<file path="src/rtl/mac8_pkg.sv">
// mac8_pkg: shared state encoding and sizing constants for the serial 8x8 MAC controller.
package mac8_pkg;
  typedef enum logic [1:0] {IDLE, MUL, ACC, DONE} state_t;
  localparam int ACC_W_DEF = 20;
  localparam int N_STEPS = 16;
endpackage

</file>
<file path="src/rtl/vedic_2bit_multiplier.sv">
// vedic_2bit_multiplier: 2x2 unsigned multiplier built from the vertical/crosswise partial products.
module vedic_2bit_multiplier (
  input  logic [1:0] a,
  input  logic [1:0] b,
  output logic [3:0] p
);
  logic c1;
  logic hi;
  assign c1 = a[1] & b[0] & a[0] & b[1];
  assign hi = a[1] & b[1];
  assign p = {hi & c1, hi ^ c1, (a[1] & b[0]) ^ (a[0] & b[1]), a[0] & b[0]};
endmodule

</file>
<file path="src/rtl/mac8_seq_ctrl.sv">
// mac8_seq_ctrl: multiply-accumulate controller that builds an 8x8 product from sixteen
// 2x2 partial products using one shared multiplier, then folds it into a wrapping accumulator.
module mac8_seq_ctrl
  import mac8_pkg::*;
#(
  parameter int ACC_W = ACC_W_DEF
) (
  input  logic             clk,
  input  logic             rst_n,
  input  logic             in_valid,
  output logic             in_ready,
  input  logic [7:0]       a,
  input  logic [7:0]       b,
  input  logic             acc_clr,
  output logic             out_valid,
  output logic [ACC_W-1:0] acc,
  output logic             ovf,
  output logic             busy
);
  state_t           state_q, state_d;
  logic [7:0]       a_q, a_d, b_q, b_d;
  logic             clr_q, clr_d;
  logic [3:0]       k_q, k_d;
  logic [15:0]      prod_q, prod_d;
  logic [ACC_W-1:0] acc_q, acc_d;
  logic             ovf_q, ovf_d;
  logic [1:0]       step_i, step_j, mul_a, mul_b;
  logic [3:0]       mul_p, shamt;
  logic [ACC_W:0]   sum;
  assign step_i = k_q[1:0];
  assign step_j = k_q[3:2];
  assign mul_a = a_q[{step_i, 1'b0} +: 2];
  assign mul_b = b_q[{step_j, 1'b0} +: 2];
  assign shamt = {{1'b0, step_i} + {1'b0, step_j}, 1'b0};
  assign sum = {1'b0, acc_q} + (ACC_W+1)'(prod_q);
  vedic_2bit_multiplier u_mul (
    .a(mul_a),
    .b(mul_b),
    .p(mul_p)
  );
  always_comb begin
    state_d = state_q;
    a_d = a_q;
    b_d = b_q;
    clr_d = clr_q;
    k_d = k_q;
    prod_d = prod_q;
    acc_d = acc_q;
    ovf_d = ovf_q;
    unique case (state_q)
      IDLE: begin
        if (in_valid) begin
          a_d = a;
          b_d = b;
          clr_d = acc_clr;
          k_d = '0;
          prod_d = '0;
          state_d = MUL;
        end else if (acc_clr) begin
          acc_d = '0;
          ovf_d = 1'b0;
        end
      end
      MUL: begin
        prod_d = prod_q + ({12'b0, mul_p} << shamt);
        k_d = k_q + 4'd1;
        state_d = (k_q == 4'(N_STEPS - 1)) ? ACC : MUL;
      end
      ACC: begin
        // A latched clear discards the old total, so no carry can be produced.
        acc_d = clr_q ? ACC_W'(prod_q) : sum[ACC_W-1:0];
        ovf_d = clr_q ? 1'b0 : (ovf_q | sum[ACC_W]);
        state_d = DONE;
      end
      DONE: state_d = IDLE;
      default: state_d = IDLE;
    endcase
  end
  always_ff @(posedge clk or negedge rst_n) begin
    if (!rst_n) begin
      state_q <= IDLE;
      a_q <= '0;
      b_q <= '0;
      clr_q <= 1'b0;
      k_q <= '0;
      prod_q <= '0;
      acc_q <= '0;
      ovf_q <= 1'b0;
    end else begin
      state_q <= state_d;
      a_q <= a_d;
      b_q <= b_d;
      clr_q <= clr_d;
      k_q <= k_d;
      prod_q <= prod_d;
      acc_q <= acc_d;
      ovf_q <= ovf_d;
    end
  end
  assign in_ready = (state_q == IDLE);
  assign busy = (state_q != IDLE);
  assign out_valid = (state_q == DONE);
  assign acc = acc_q;
  assign ovf = ovf_q;
endmodule

</file>
<file path="config.mk">
export PLATFORM = sky130hd
export DESIGN_NAME = mac8_seq_ctrl
export DESIGN_NICKNAME = d
export VERILOG_FILES = /design/src/rtl/mac8_pkg.sv /design/src/rtl/vedic_2bit_multiplier.sv /design/src/rtl/mac8_seq_ctrl.sv
export SDC_FILE = /design/constraint.sdc
export NUM_CORES = 1
export LEC_CHECK = 0
export BUFFER_PORTS_ARGS = -buffer_cell sky130_fd_sc_hd__buf_2
export CORE_UTILIZATION = 42
export DETAILED_ROUTE_END_ITERATION = 6
export GPL_TIMING_DRIVEN = 0
export PLACE_DENSITY = 0.59
export SLEW_MARGIN = 10
export SYNTH_ARGS = -nofsm -noshare
export SYNTH_HDL_FRONTEND = slang
export SYNTH_SLANG_ARGS = --single-unit
</file>
<file path="constraint.sdc">
create_clock -name clk -period 6.9 [get_ports clk]
set_input_delay 0.69 -clock clk [delete_from_list [all_inputs] [get_ports clk]]
set_output_delay 0.69 -clock clk [all_outputs]
set_load 0.02 [all_outputs]
</file>
==> results of run 1 <==
==> stage by stage <==
stage / std cells / hold WS (ns) / cell area (um2) / setup WS, ns
finish: 638 / 0.418 / 4810 / 2.48
global route: 638 / 0.470 / 4810 / 2.26
CTS: 638 / 0.441 / 4810 / 2.44
detailed placement: 622 / 0.494 / 4590 / 2.47
global placement: 622 / 0.486 / 4590 / 2.43
floorplan: 446 / 0.394 / 4200 / 3.20
==> cell families after synthesis <==
| logic type | after synthesis | synth area share |
|---|---|---|
| buf+inv | 29 | 0.0259 |
| mux | 28 | 0.0866 |
| fa+ha+maj | 37 | 0.115 |
| compound gates | 131 | 0.207 |
| flops | 60 | 0.357 |
| xor+xnor | 25 | 0.0539 |
| simple gates | 136 | 0.154 |
==> report_power, final <==
part           internal [uW]  switching (uW)  total (uW)
clock network            213             144         357
logic                    612             788        1400
registers                496             142         638
total                   1320            1070        2400
==> layout make-up <==
cell class / count / area [um2] / area share
Multi-Input combinational cell: 357 / 2590 / 0.540
Buffer: 19 / 71.3 / 0.0148
Sequential cell: 60 / 1500 / 0.312
Timing Repair Buffer: 43 / 218 / 0.0453
Tap cell: 133 / 166 / 0.0346
Clock buffer: 12 / 145 / 0.0302
Inverter: 10 / 37.5 / 0.00781
Clock inverter: 4 / 72.6 / 0.0151
==> state kept, by name, indices dropped and copies added (netlist names), named ones only <==
name and cells:
clr_q 1, a_q 8, b_q 8, prod_q 16, k_q 4, ovf 1, acc 20, state_q 1
==> cell usage in the layout, fill, tap and decap left out, types with 7 or more instances in the layout <==
master,count
nand2_1,53
xor2_1,10
dfrtp_1,60
nor2b_1,7
clkbuf_8,10
nand2b_1,7
nor3_1,7
o21ai_0,29
a21oi_1,28
o21ai_1,10
inv_1,10
nor2_1,26
xnor2_1,14
mux2_2,17
ha_1,34
buf_2,42
o22ai_1,10
nand3_1,9
clkbuf_1,19
==> layer usage <==
metal | routed length, um | track usage | up-vias
met1 | 4700 | 0.269 | 1641
met4 | 92 | 0.0659 | 0
met3 | 239 | 0.0308 | 7
li1 | - | - | 1748
met2 | 4690 | 0.342 | 50
met5 | 0 | 0 | -
==> how the worst max path moves through the flow <==
stage          cells after the start  slack [ns]         end
6_report                          13        2.48  prod_q[15]
2_1_floorplan                     14        3.20  prod_q[12]
3_3_place_gp                      13        2.43  prod_q[15]
3_5_place_dp                      13        2.47  prod_q[15]
5_1_grt                           13        2.26  prod_q[15]
4_1_cts                           13        2.44  prod_q[15]
==> worst max-delay path, delay by kind of cell, from the launching register on <==
kind	cells	cell delay [ns]
flip-flops	1	0.51
multiplexers	1	0.61
AND/OR/NAND/NOR	2	0.80
AO/OA/AOI/OAI	7	1.57
XOR/XNOR	2	0.45
adder cells (fa/ha/maj)	1	0.36
==> flow_metrics.env, run 1 <==
export IMPL_worstMarginPinSlew_ns=0.782
export IMPL_r2r_slack_ns=2.48
export IMPL_synth_commonest_cells="dfrtp_1 (60), nand2_1 (53), ha_1 (34)"
export IMPL_fin_crit_sh=0.640
export IMPL_synth_area_leaders="dfrtp_1 (36%), ha_1 (10%), nand2_1 (4.7%), mux2_2 (4.6%), o21ai_0 (3.5%)"
export IMPL_cts_path_max_buffers=2
export IMPL_gp_congestion=0.841
export IMPL_synth_avg_cell_area_um2=9.43
export IMPL_viasPerCell=5.40
export IMPL_cp_start_kind="register"
export IMPL_drc_errors=1
export IMPL_critPathMaxStageDelay_ns=0.68
export IMPL_clk_pin_slew_worst_paths_ns=0.07
export IMPL_cts_tree="done"
export IMPL_cts_root_buf="clkbuf_8"
export IMPL_die_area_mm2=0.0104
export IMPL_initial_core_util=0.432
export IMPL_fin_skew_ns=0.0111
export IMPL_syn_num_nets=503
export IMPL_worstReg2RegEnd="prod_q[15]"
export IMPL_setup_violations=0
export IMPL_syn2layout_area_growth_pct=14.3
export IMPL_async_flop_share=1.00
export IMPL_globalRouteOverflowTotal=0
export IMPL_synth_cell_types=61
export IMPL_path_class="register to register"
export IMPL_yosysTopAreaCell="dfrtp_1"
export IMPL_rsz0062_at_grt="false"
export IMPL_power_uw=2400
export IMPL_synth_main_ff_cell="dfrtp_1"
export IMPL_row_count=36
export IMPL_utilization=0.494
export IMPL_wl_per_cell_um=15.2
export IMPL_p_per_area_mw_per_mm2=498
export IMPL_synth_top_cell_area_share=0.357
export IMPL_synth_cells=446
export IMPL_grt_pass1_vias=3345
export IMPL_dp_hpwl_mm=7.50
export IMPL_vias=3446
export IMPL_ant_nets=0
export IMPL_clock_sinks=60
export IMPL_die_x_um=102
export IMPL_ys_seq_elements=60
export IMPL_antenna_found_initial=0
export IMPL_drv_cap=0
export IMPL_rr_startpoint="k_q[0]"
export IMPL_drtPass1Iterations=6
export IMPL_io_buffers=43
export IMPL_crit_arrival_ns=4.65
export IMPL_ir_drop_v=0.000259
export IMPL_synth_most_common_cell="dfrtp_1"
export IMPL_leakage_uw=0.00222
export IMPL_slew_headroom=0.471
export IMPL_worstSetupEndpointType="register"
export IMPL_grt_max_degree=61
export IMPL_synth_area_mm2=0.00420
export IMPL_drtIter0Drc=164
export IMPL_yosysSeqAreaShare=0.357
export IMPL_violations="DRC"
export IMPL_wl_mm=9.72
export IMPL_ctsResizeCount=0
export IMPL_slowest_stage="nor4b_1"
export IMPL_required_ns=7.13
export IMPL_post_cts_buffers=0
export IMPL_crit_fanout=7
export IMPL_coreArea_mm2=0.00973
export IMPL_hold_viol_final=0
export IMPL_postCtsHoldBufs=0
export IMPL_drive_gt1_frac=0.186
export IMPL_cpMostUsedCell="a21oi_1"
export IMPL_finalNetCount=557
export IMPL_yosysWarnings=0
export IMPL_hp_class="primary input to async pin"
export IMPL_outcome="finished with violations"
export IMPL_cp_cell_sequence="mux4_2, nand2_2, xor2_2, nor4b_1, ha_1, a21oi_1, o211ai_1, o311ai_1, a21oi_1, a211oi_1, xnor2_1, o21bai_1, a22o_1"
export IMPL_ios=44
export IMPL_timing_final_crit_period_ns=4.42
export IMPL_fmax_mhz=226
export IMPL_fin_setup_tns_ns=0
export IMPL_clkLatencyLatePin_ns=0.34
export IMPL_grt_pass1_wl_mm=16.3
export IMPL_cts_made_buffers=9
export IMPL_die_h_um=102
export IMPL_grt_util_all_layers=0.204
export IMPL_cp_startpoint="k_q[0]"
export IMPL_final_fill_count=928
export IMPL_synth_edff_count=0
export IMPL_htree_levels=3
export IMPL_diodes=0
export IMPL_worstRegToRegCells=13
export IMPL_finalMaxSlewViolations=0
(Power assumes the default switching activity.)
==> inputs of run 2 (changes only) <==
--- a/config.mk
+++ b/config.mk
@@ -5,11 +5,12 @@
 export SDC_FILE = /design/constraint.sdc
 export NUM_CORES = 1
 export LEC_CHECK = 0
+export ABC_AREA = 1
 export BUFFER_PORTS_ARGS = -buffer_cell sky130_fd_sc_hd__buf_2
 export CORE_UTILIZATION = 42
 export DETAILED_ROUTE_END_ITERATION = 6
 export GPL_TIMING_DRIVEN = 0
-export PLACE_DENSITY = 0.59
+export PLACE_DENSITY = 0.61
 export SLEW_MARGIN = 10
 export SYNTH_ARGS = -nofsm -noshare
 export SYNTH_HDL_FRONTEND = slang
==> constraint.sdc (replaced) <==
create_clock -name clk -period 3.9 [get_ports clk]
set_input_delay 0.39 -clock clk [delete_from_list [all_inputs] [get_ports clk]]
set_output_delay 0.39 -clock clk [all_outputs]
set_load 0.02 [all_outputs]
==> run 2 against run 1 <==
Largest cell class unchanged. The run now ends clean. Highest routed layer unchanged. Largest power group unchanged. Count of clock-buffer cells in the layout stayed put. Synthesized cell count grew 53%. Critical path type unchanged. Clock power rose by 81%. Routed wire length rose by 27%.
==> flow_metrics.env, run 2 <==
export IMPL_p_per_area_mw_per_mm2=892
export IMPL_cts_path_max_buffers=2
export IMPL_cp_top_family="adder cells"
export IMPL_diodes=0
export IMPL_gp_congestion=0.872
export IMPL_p_switching_uw=2400
export IMPL_hp_class="primary input to async pin"
export IMPL_drc_errors=0
export IMPL_synth_most_common_cell="nand2_1"
export IMPL_path_class="register to register"
export IMPL_initial_core_util=0.441
export IMPL_pwr_share_clk=0.139
export IMPL_finalNetCount=793
export IMPL_drtIter0Drc=256
export IMPL_fin_setup_tns_ns=0
export IMPL_grt_util_all_layers=0.235
export IMPL_yosysTopAreaCell="dfrtp_1"
export IMPL_yosysSeqAreaShare=0.324
export IMPL_yosysWarnings=0
export IMPL_synth_cells=682
export IMPL_finalMaxSlewViolations=0
export IMPL_ctsResizeCount=0
export IMPL_synth_area_leaders="dfrtp_1 (32%), nand2_1 (19%), ha_1 (9.2%), o21ai_0 (5.2%), inv_1 (4.8%)"
export IMPL_fin_skew_ns=0.0129
export IMPL_grt_pass1_vias=4338
export IMPL_slew_headroom=0.476
export IMPL_coreArea_mm2=0.0105
export IMPL_postCtsHoldBufs=0
export IMPL_ios=44
export IMPL_antenna_found_initial=0
export IMPL_hold_viol_final=0
export IMPL_cts_root_buf="clkbuf_8"
export IMPL_row_count=37
export IMPL_synth_avg_cell_area_um2=6.79
export IMPL_cp_cell_sequence="ha_1, fa_1, clkbuf_1, inv_1, a31oi_1, nor2_1, ha_1, nand2_1, nor2_1, nand2_1, nand2_1, nand2_2, o21bai_2, a21oi_1, o21ai_0, o21ai_0"
export IMPL_setup_violations=0
export IMPL_viasPerCell=5.24
export IMPL_ys_seq_elements=60
export IMPL_critPathMaxStageDelay_ns=0.47
export IMPL_clk_pin_slew_worst_paths_ns=0.08
export IMPL_crit_fanout=9
export IMPL_pwr_share_seq=0.253
export IMPL_cts_tree="done"
export IMPL_syn2layout_area_growth_pct=13.1
export IMPL_drtPass1Iterations=5
export IMPL_outcome="completed"
export IMPL_largest_reg_flops=20
export IMPL_required_ns=4.11
export IMPL_r2r_slack_ns=0.43
export IMPL_worstReg2RegEnd="prod_q[11]"
export IMPL_instances_no_fill=877
export IMPL_io_buffers=43
export IMPL_rsz0062_at_grt="false"
export IMPL_worstRegToRegCells=16
export IMPL_crit_arrival_ns=3.68
export IMPL_fmax_mhz=288
export IMPL_fin_crit_sh=0.889
export IMPL_grt_max_degree=61
export IMPL_synth_top_cell_area_share=0.324
export IMPL_dp_hpwl_mm=9.64
export IMPL_mostFrequentLayoutCell="nand2_1"
export IMPL_slowest_stage="fa_1"
export IMPL_die_x_um=107
export IMPL_leakage_uw=0.00286
export IMPL_worstMarginPinSlew_ns=0.785
export IMPL_die_h_um=107
export IMPL_multiInputGateArea_mm2=0.00278
export IMPL_clock_sinks=60
export IMPL_clkLatencyLatePin_ns=0.34
export IMPL_worstSetupEndpointType="register"
export IMPL_cp_start_kind="register"
export IMPL_p_int_uw=2270
export IMPL_seq_area_mm2=0.00150
export IMPL_drv_cap=0
export IMPL_final_fill_count=1062
export IMPL_cts_made_buffers=9
export IMPL_ant_nets=0
export IMPL_drive_gt1_frac=0.130
export IMPL_synth_main_ff_cell="dfrtp_1"
export IMPL_rr_startpoint="k_q[0]"
export IMPL_async_flop_share=1.00
export IMPL_wl_mm=12.4
export IMPL_vias=4597
export IMPL_synth_edff_count=0
export IMPL_synth_commonest_cells="nand2_1 (238), dfrtp_1 (60), inv_1 (59)"
export IMPL_synth_cell_types=45
export IMPL_dp_cells=861
export IMPL_final_cell_mix="nand2_1 (238), dfrtp_1 (60), inv_1 (59)"
export IMPL_crit_buf_inv=2
export IMPL_post_cts_buffers=0
export IMPL_wl_per_cell_um=14.1
export IMPL_p_sw_frac=0.515
export IMPL_die_area_mm2=0.0114
export IMPL_cpMostUsedCell="nand2_1"
export IMPL_ir_drop_v=0.000312
export IMPL_synth_area_mm2=0.00463
export IMPL_htree_levels=3
export IMPL_globalRouteOverflowTotal=0
export IMPL_grt_pass1_wl_mm=20.9
export IMPL_syn_num_nets=739
export IMPL_timing_final_crit_period_ns=3.47
export IMPL_pwr_share_comb=0.609
run 2: power groups by stage:
stage,sequential (uW),clock [uW],combinational (uW)
after global routing,1220,691,3250
after floorplan,1180,0,2100
after detailed placement,1190,0,2820
after CTS,1180,660,2840
after global placement,1180,0,2780
final,1180,647,2840
run 2: how the worst max path moves through the flow:
stage / from / to / slack [ns] / cells past startpoint
floorplan: k_q[0] / prod_q[8] / 0.87 / 15
global placement: k_q[0] / prod_q[12] / 0.49 / 16
detailed placement: k_q[0] / prod_q[12] / 0.46 / 16
CTS: k_q[0] / prod_q[12] / 0.44 / 16
global route: k_q[0] / prod_q[12] / 0.07 / 16
finish: k_q[0] / prod_q[11] / 0.43 / 16
run 2: cell type report:
class	count	share of cell area
Sequential cell	60	0.287
Clock buffer	12	0.0277
Timing Repair Buffer	43	0.0416
Inverter	67	0.0490
Tap cell	136	0.0325
Multi-Input combinational cell	538	0.530
Clock inverter	4	0.0139
Buffer	17	0.0186
run 2: cells by family after synthesis:
logic type                 synth area share
xor gates and xnor gates             0.0132
buffers and inverters                0.0765
and+or+nand+nor                       0.328
DFF                                   0.324
adders and majority gates             0.105
AOI/OAI and AO/OA                     0.153
run 2: routing by layer:
| layer | share of wire | global-route usage | wire (um) | up-vias |
|---|---|---|---|---|
| met5 | 0 | 0 | 0 | - |
| li1 | - | - | - | 2359 |
| met1 | 0.43 | 0.285 | 5290 | 2099 |
| met2 | 0.50 | 0.417 | 6200 | 117 |
| met3 | 0.046 | 0.0383 | 565 | 22 |
| met4 | 0.024 | 0.0871 | 298 | 0 |
run 2: metrics by stage:
| step | util | setup slack, ns | instance area [um2] | hold slack [ns] | power (uW) |
|---|---|---|---|---|---|
| 6_report | 0.498 | 0.432 | 5240 | 0.120 | 4670 |
| 5_1_grt | 0.498 | 0.0726 | 5240 | 0.180 | 5160 |
| 2_1_floorplan | - | 0.870 | 4630 | 0.0944 | 3280 |
| 4_1_cts | 0.498 | 0.442 | 5240 | 0.151 | 4680 |
| 3_3_place_gp | 0.477 | 0.487 | 5020 | 0.457 | 3960 |
| 3_5_place_dp | 0.478 | 0.458 | 5020 | 0.462 | 4010 |
==> inputs of run 3 (changes only) <==
--- a/config.mk
+++ b/config.mk
@@ -7,10 +7,10 @@
 export LEC_CHECK = 0
 export ABC_AREA = 1
 export BUFFER_PORTS_ARGS = -buffer_cell sky130_fd_sc_hd__buf_2
-export CORE_UTILIZATION = 42
+export CORE_UTILIZATION = 55
 export DETAILED_ROUTE_END_ITERATION = 6
 export GPL_TIMING_DRIVEN = 0
-export PLACE_DENSITY = 0.61
+export PLACE_DENSITY = 0.77
 export SLEW_MARGIN = 10
 export SYNTH_ARGS = -nofsm -noshare
 export SYNTH_HDL_FRONTEND = slang
==> run 3 against run 2 <==
Cell area down 0.72%. Clock power up 0.9%. Count of clock-buffer cells in the layout down 3. Routed wire length down 0.68%. Register-to-register slack worse by 0.08 ns. First-iteration DRC count down 12%. Hold slack worse by 0.0097 ns. Die area down 23%. Highest routed layer unchanged. Via count up 2.0%. Core utilization up 14 points.
==> flow_metrics.env, run 3 (synthesis gave the netlist of run 2 again) <==
export IMPL_critPathMaxStageDelay_ns=0.67
export IMPL_p_per_area_mw_per_mm2=905
export IMPL_wl_per_cell_um=14.5
export IMPL_ctsResizeCount=0
export IMPL_required_ns=4.12
export IMPL_htree_levels=3
export IMPL_rsz0062_at_grt="false"
export IMPL_hold_viol_final=0
export IMPL_final_fill_count=744
export IMPL_hp_class="primary input to async pin"
export IMPL_viasPerCell=5.55
export IMPL_setup_violations=0
export IMPL_finalNetCount=792
export IMPL_crit_fanout=9
export IMPL_drv_cap=0
export IMPL_dp_cells=830
export IMPL_initial_core_util=0.566
export IMPL_diodes=0
export IMPL_r2r_slack_ns=0.35
export IMPL_fin_skew_ns=0.0109
export IMPL_drc_errors=0
export IMPL_p_sw_frac=0.521
export IMPL_p_switching_uw=2450
export IMPL_globalRouteOverflowTotal=0
export IMPL_largest_reg_flops=20
export IMPL_pwr_share_comb=0.609
export IMPL_cp_cell_sequence="ha_1, fa_1, inv_1, nand3_1, nor2_1, ha_1, fa_1, nand2_1, nand2_1, o21ai_1, inv_1, nand3_1, nand3_1, o21ai_0, o21ai_0"
export IMPL_seq_area_mm2=0.00150
export IMPL_drtPass1Iterations=5
export IMPL_fin_crit_sh=0.910
export IMPL_slowest_stage="fa_1"
export IMPL_crit_buf_inv=2
export IMPL_antenna_found_initial=0
export IMPL_fmax_mhz=282
export IMPL_cts_path_max_buffers=2
export IMPL_rr_startpoint="k_q[0]"
export IMPL_vias=4691
export IMPL_fin_setup_tns_ns=0
export IMPL_worstMarginPinSlew_ns=0.778
export IMPL_cpMostUsedCell="nand3_1"
export IMPL_worstSetupEndpointType="register"
export IMPL_path_class="register to register"
export IMPL_grt_util_all_layers=0.302
export IMPL_ios=44
export IMPL_cp_start_kind="register"
export IMPL_outcome="completed"
export IMPL_clock_sinks=60
export IMPL_row_count=33
export IMPL_pwr_share_seq=0.252
export IMPL_syn2layout_area_growth_pct=12.3
export IMPL_cts_tree="done"
export IMPL_cp_top_family="adder cells"
export IMPL_ir_drop_v=0.000424
export IMPL_gp_congestion=0.928
export IMPL_die_x_um=93.8
export IMPL_pwr_share_clk=0.139
export IMPL_coreArea_mm2=0.00818
export IMPL_post_cts_buffers=0
export IMPL_mostFrequentLayoutCell="nand2_1"
export IMPL_final_cell_mix="nand2_1 (238), dfrtp_1 (60), inv_1 (59)"
export IMPL_cts_root_buf="clkbuf_8"
export IMPL_drtIter0Drc=226
export IMPL_power_uw=4700
export IMPL_grt_pass1_wl_mm=20.6
export IMPL_p_int_uw=2260
export IMPL_place_ws_ns=0.315
export IMPL_grt_pass1_vias=4453
export IMPL_worstReg2RegEnd="prod_q[12]"
export IMPL_wl_mm=12.3
export IMPL_worstRegToRegCells=15
export IMPL_finalMaxSlewViolations=0
export IMPL_leakage_uw=0.00286
export IMPL_postCtsHoldBufs=0
export IMPL_clkLatencyLatePin_ns=0.35
export IMPL_die_area_mm2=0.00879
export IMPL_io_buffers=43
export IMPL_dp_hpwl_mm=9.51
export IMPL_die_h_um=93.8
export IMPL_instances_no_fill=845
export IMPL_grt_max_degree=61
export IMPL_crit_arrival_ns=3.77
export IMPL_ant_nets=0
export IMPL_multiInputGateArea_mm2=0.00278
export IMPL_clk_pin_slew_worst_paths_ns=0.08
export IMPL_utilization=0.636
export IMPL_drive_gt1_frac=0.132
export IMPL_fin_ws_ns=0.352
export IMPL_cts_made_buffers=9
export IMPL_timing_final_crit_period_ns=3.55
export IMPL_slew_headroom=0.482
## run 3: cell count changes in the layout (fill, tap and decap cells not counted)
| cell | previous run | this run |
|---|---|---|
| clkbuf_1 | 7 | 4 |
| clkinv_4 | 0 | 2 |
| clkbuf_8 | 10 | 9 |
| inv_6 | 0 | 1 |
## run 3: final cells by class
| cell class | count | area share |
|---|---|---|
| Multi-Input combinational cell | 538 | 0.534 |
| Sequential cell | 60 | 0.289 |
| Inverter | 67 | 0.0493 |
| Timing Repair Buffer | 43 | 0.0419 |
| Tap cell | 105 | 0.0253 |
| Clock buffer | 9 | 0.0238 |
| Clock inverter | 7 | 0.0190 |
| Buffer | 16 | 0.0181 |
## run 3: metal layers
layer	global-route usage	wire [um]	up-vias
li1	-	-	2356
met4	0.0859	167	0
met5	0	0	-
met2	0.540	6090	138
met1	0.375	5350	2175
met3	0.0445	667	22
## run 3: power by group through the flow
stage | clock [uW] | combinational, uW | sequential [uW]
floorplan | 0 | 2100 | 1180
global placement | 0 | 2750 | 1180
detailed placement | 0 | 2820 | 1190
CTS | 659 | 2850 | 1170
global route | 690 | 3270 | 1210
finish | 653 | 2870 | 1190
## run 3: metrics by stage
| step | hold WS (ns) | area [um2] |
|---|---|---|
| after global placement | 0.459 | 4980 |
| after CTS | 0.138 | 5200 |
| final | 0.110 | 5200 |
| after floorplan | 0.0944 | 4630 |
| after global routing | 0.169 | 5200 |
| after detailed placement | 0.461 | 4980 |
## run 3: worst register-to-register path, delay by kind of cell (launching register included)
| family | cells | cell delay [ns] |
|---|---|---|
| buffers and inverters | 2 | 0.28 |
| and+or+nand+nor | 6 | 0.58 |
| DFF | 1 | 0.42 |
| AOI/OAI and AO/OA | 3 | 0.63 |
| adders and majority gates | 4 | 1.51 |
## run 3: worst max path at each step
stage,from,endpoint,cells after the start
6_report,k_q[0],prod_q[12],15
5_1_grt,k_q[0],prod_q[10],15
4_1_cts,k_q[0],prod_q[12],16
3_5_place_dp,k_q[0],prod_q[12],16
3_3_place_gp,k_q[0],prod_q[12],16
2_1_floorplan,k_q[0],prod_q[8],15
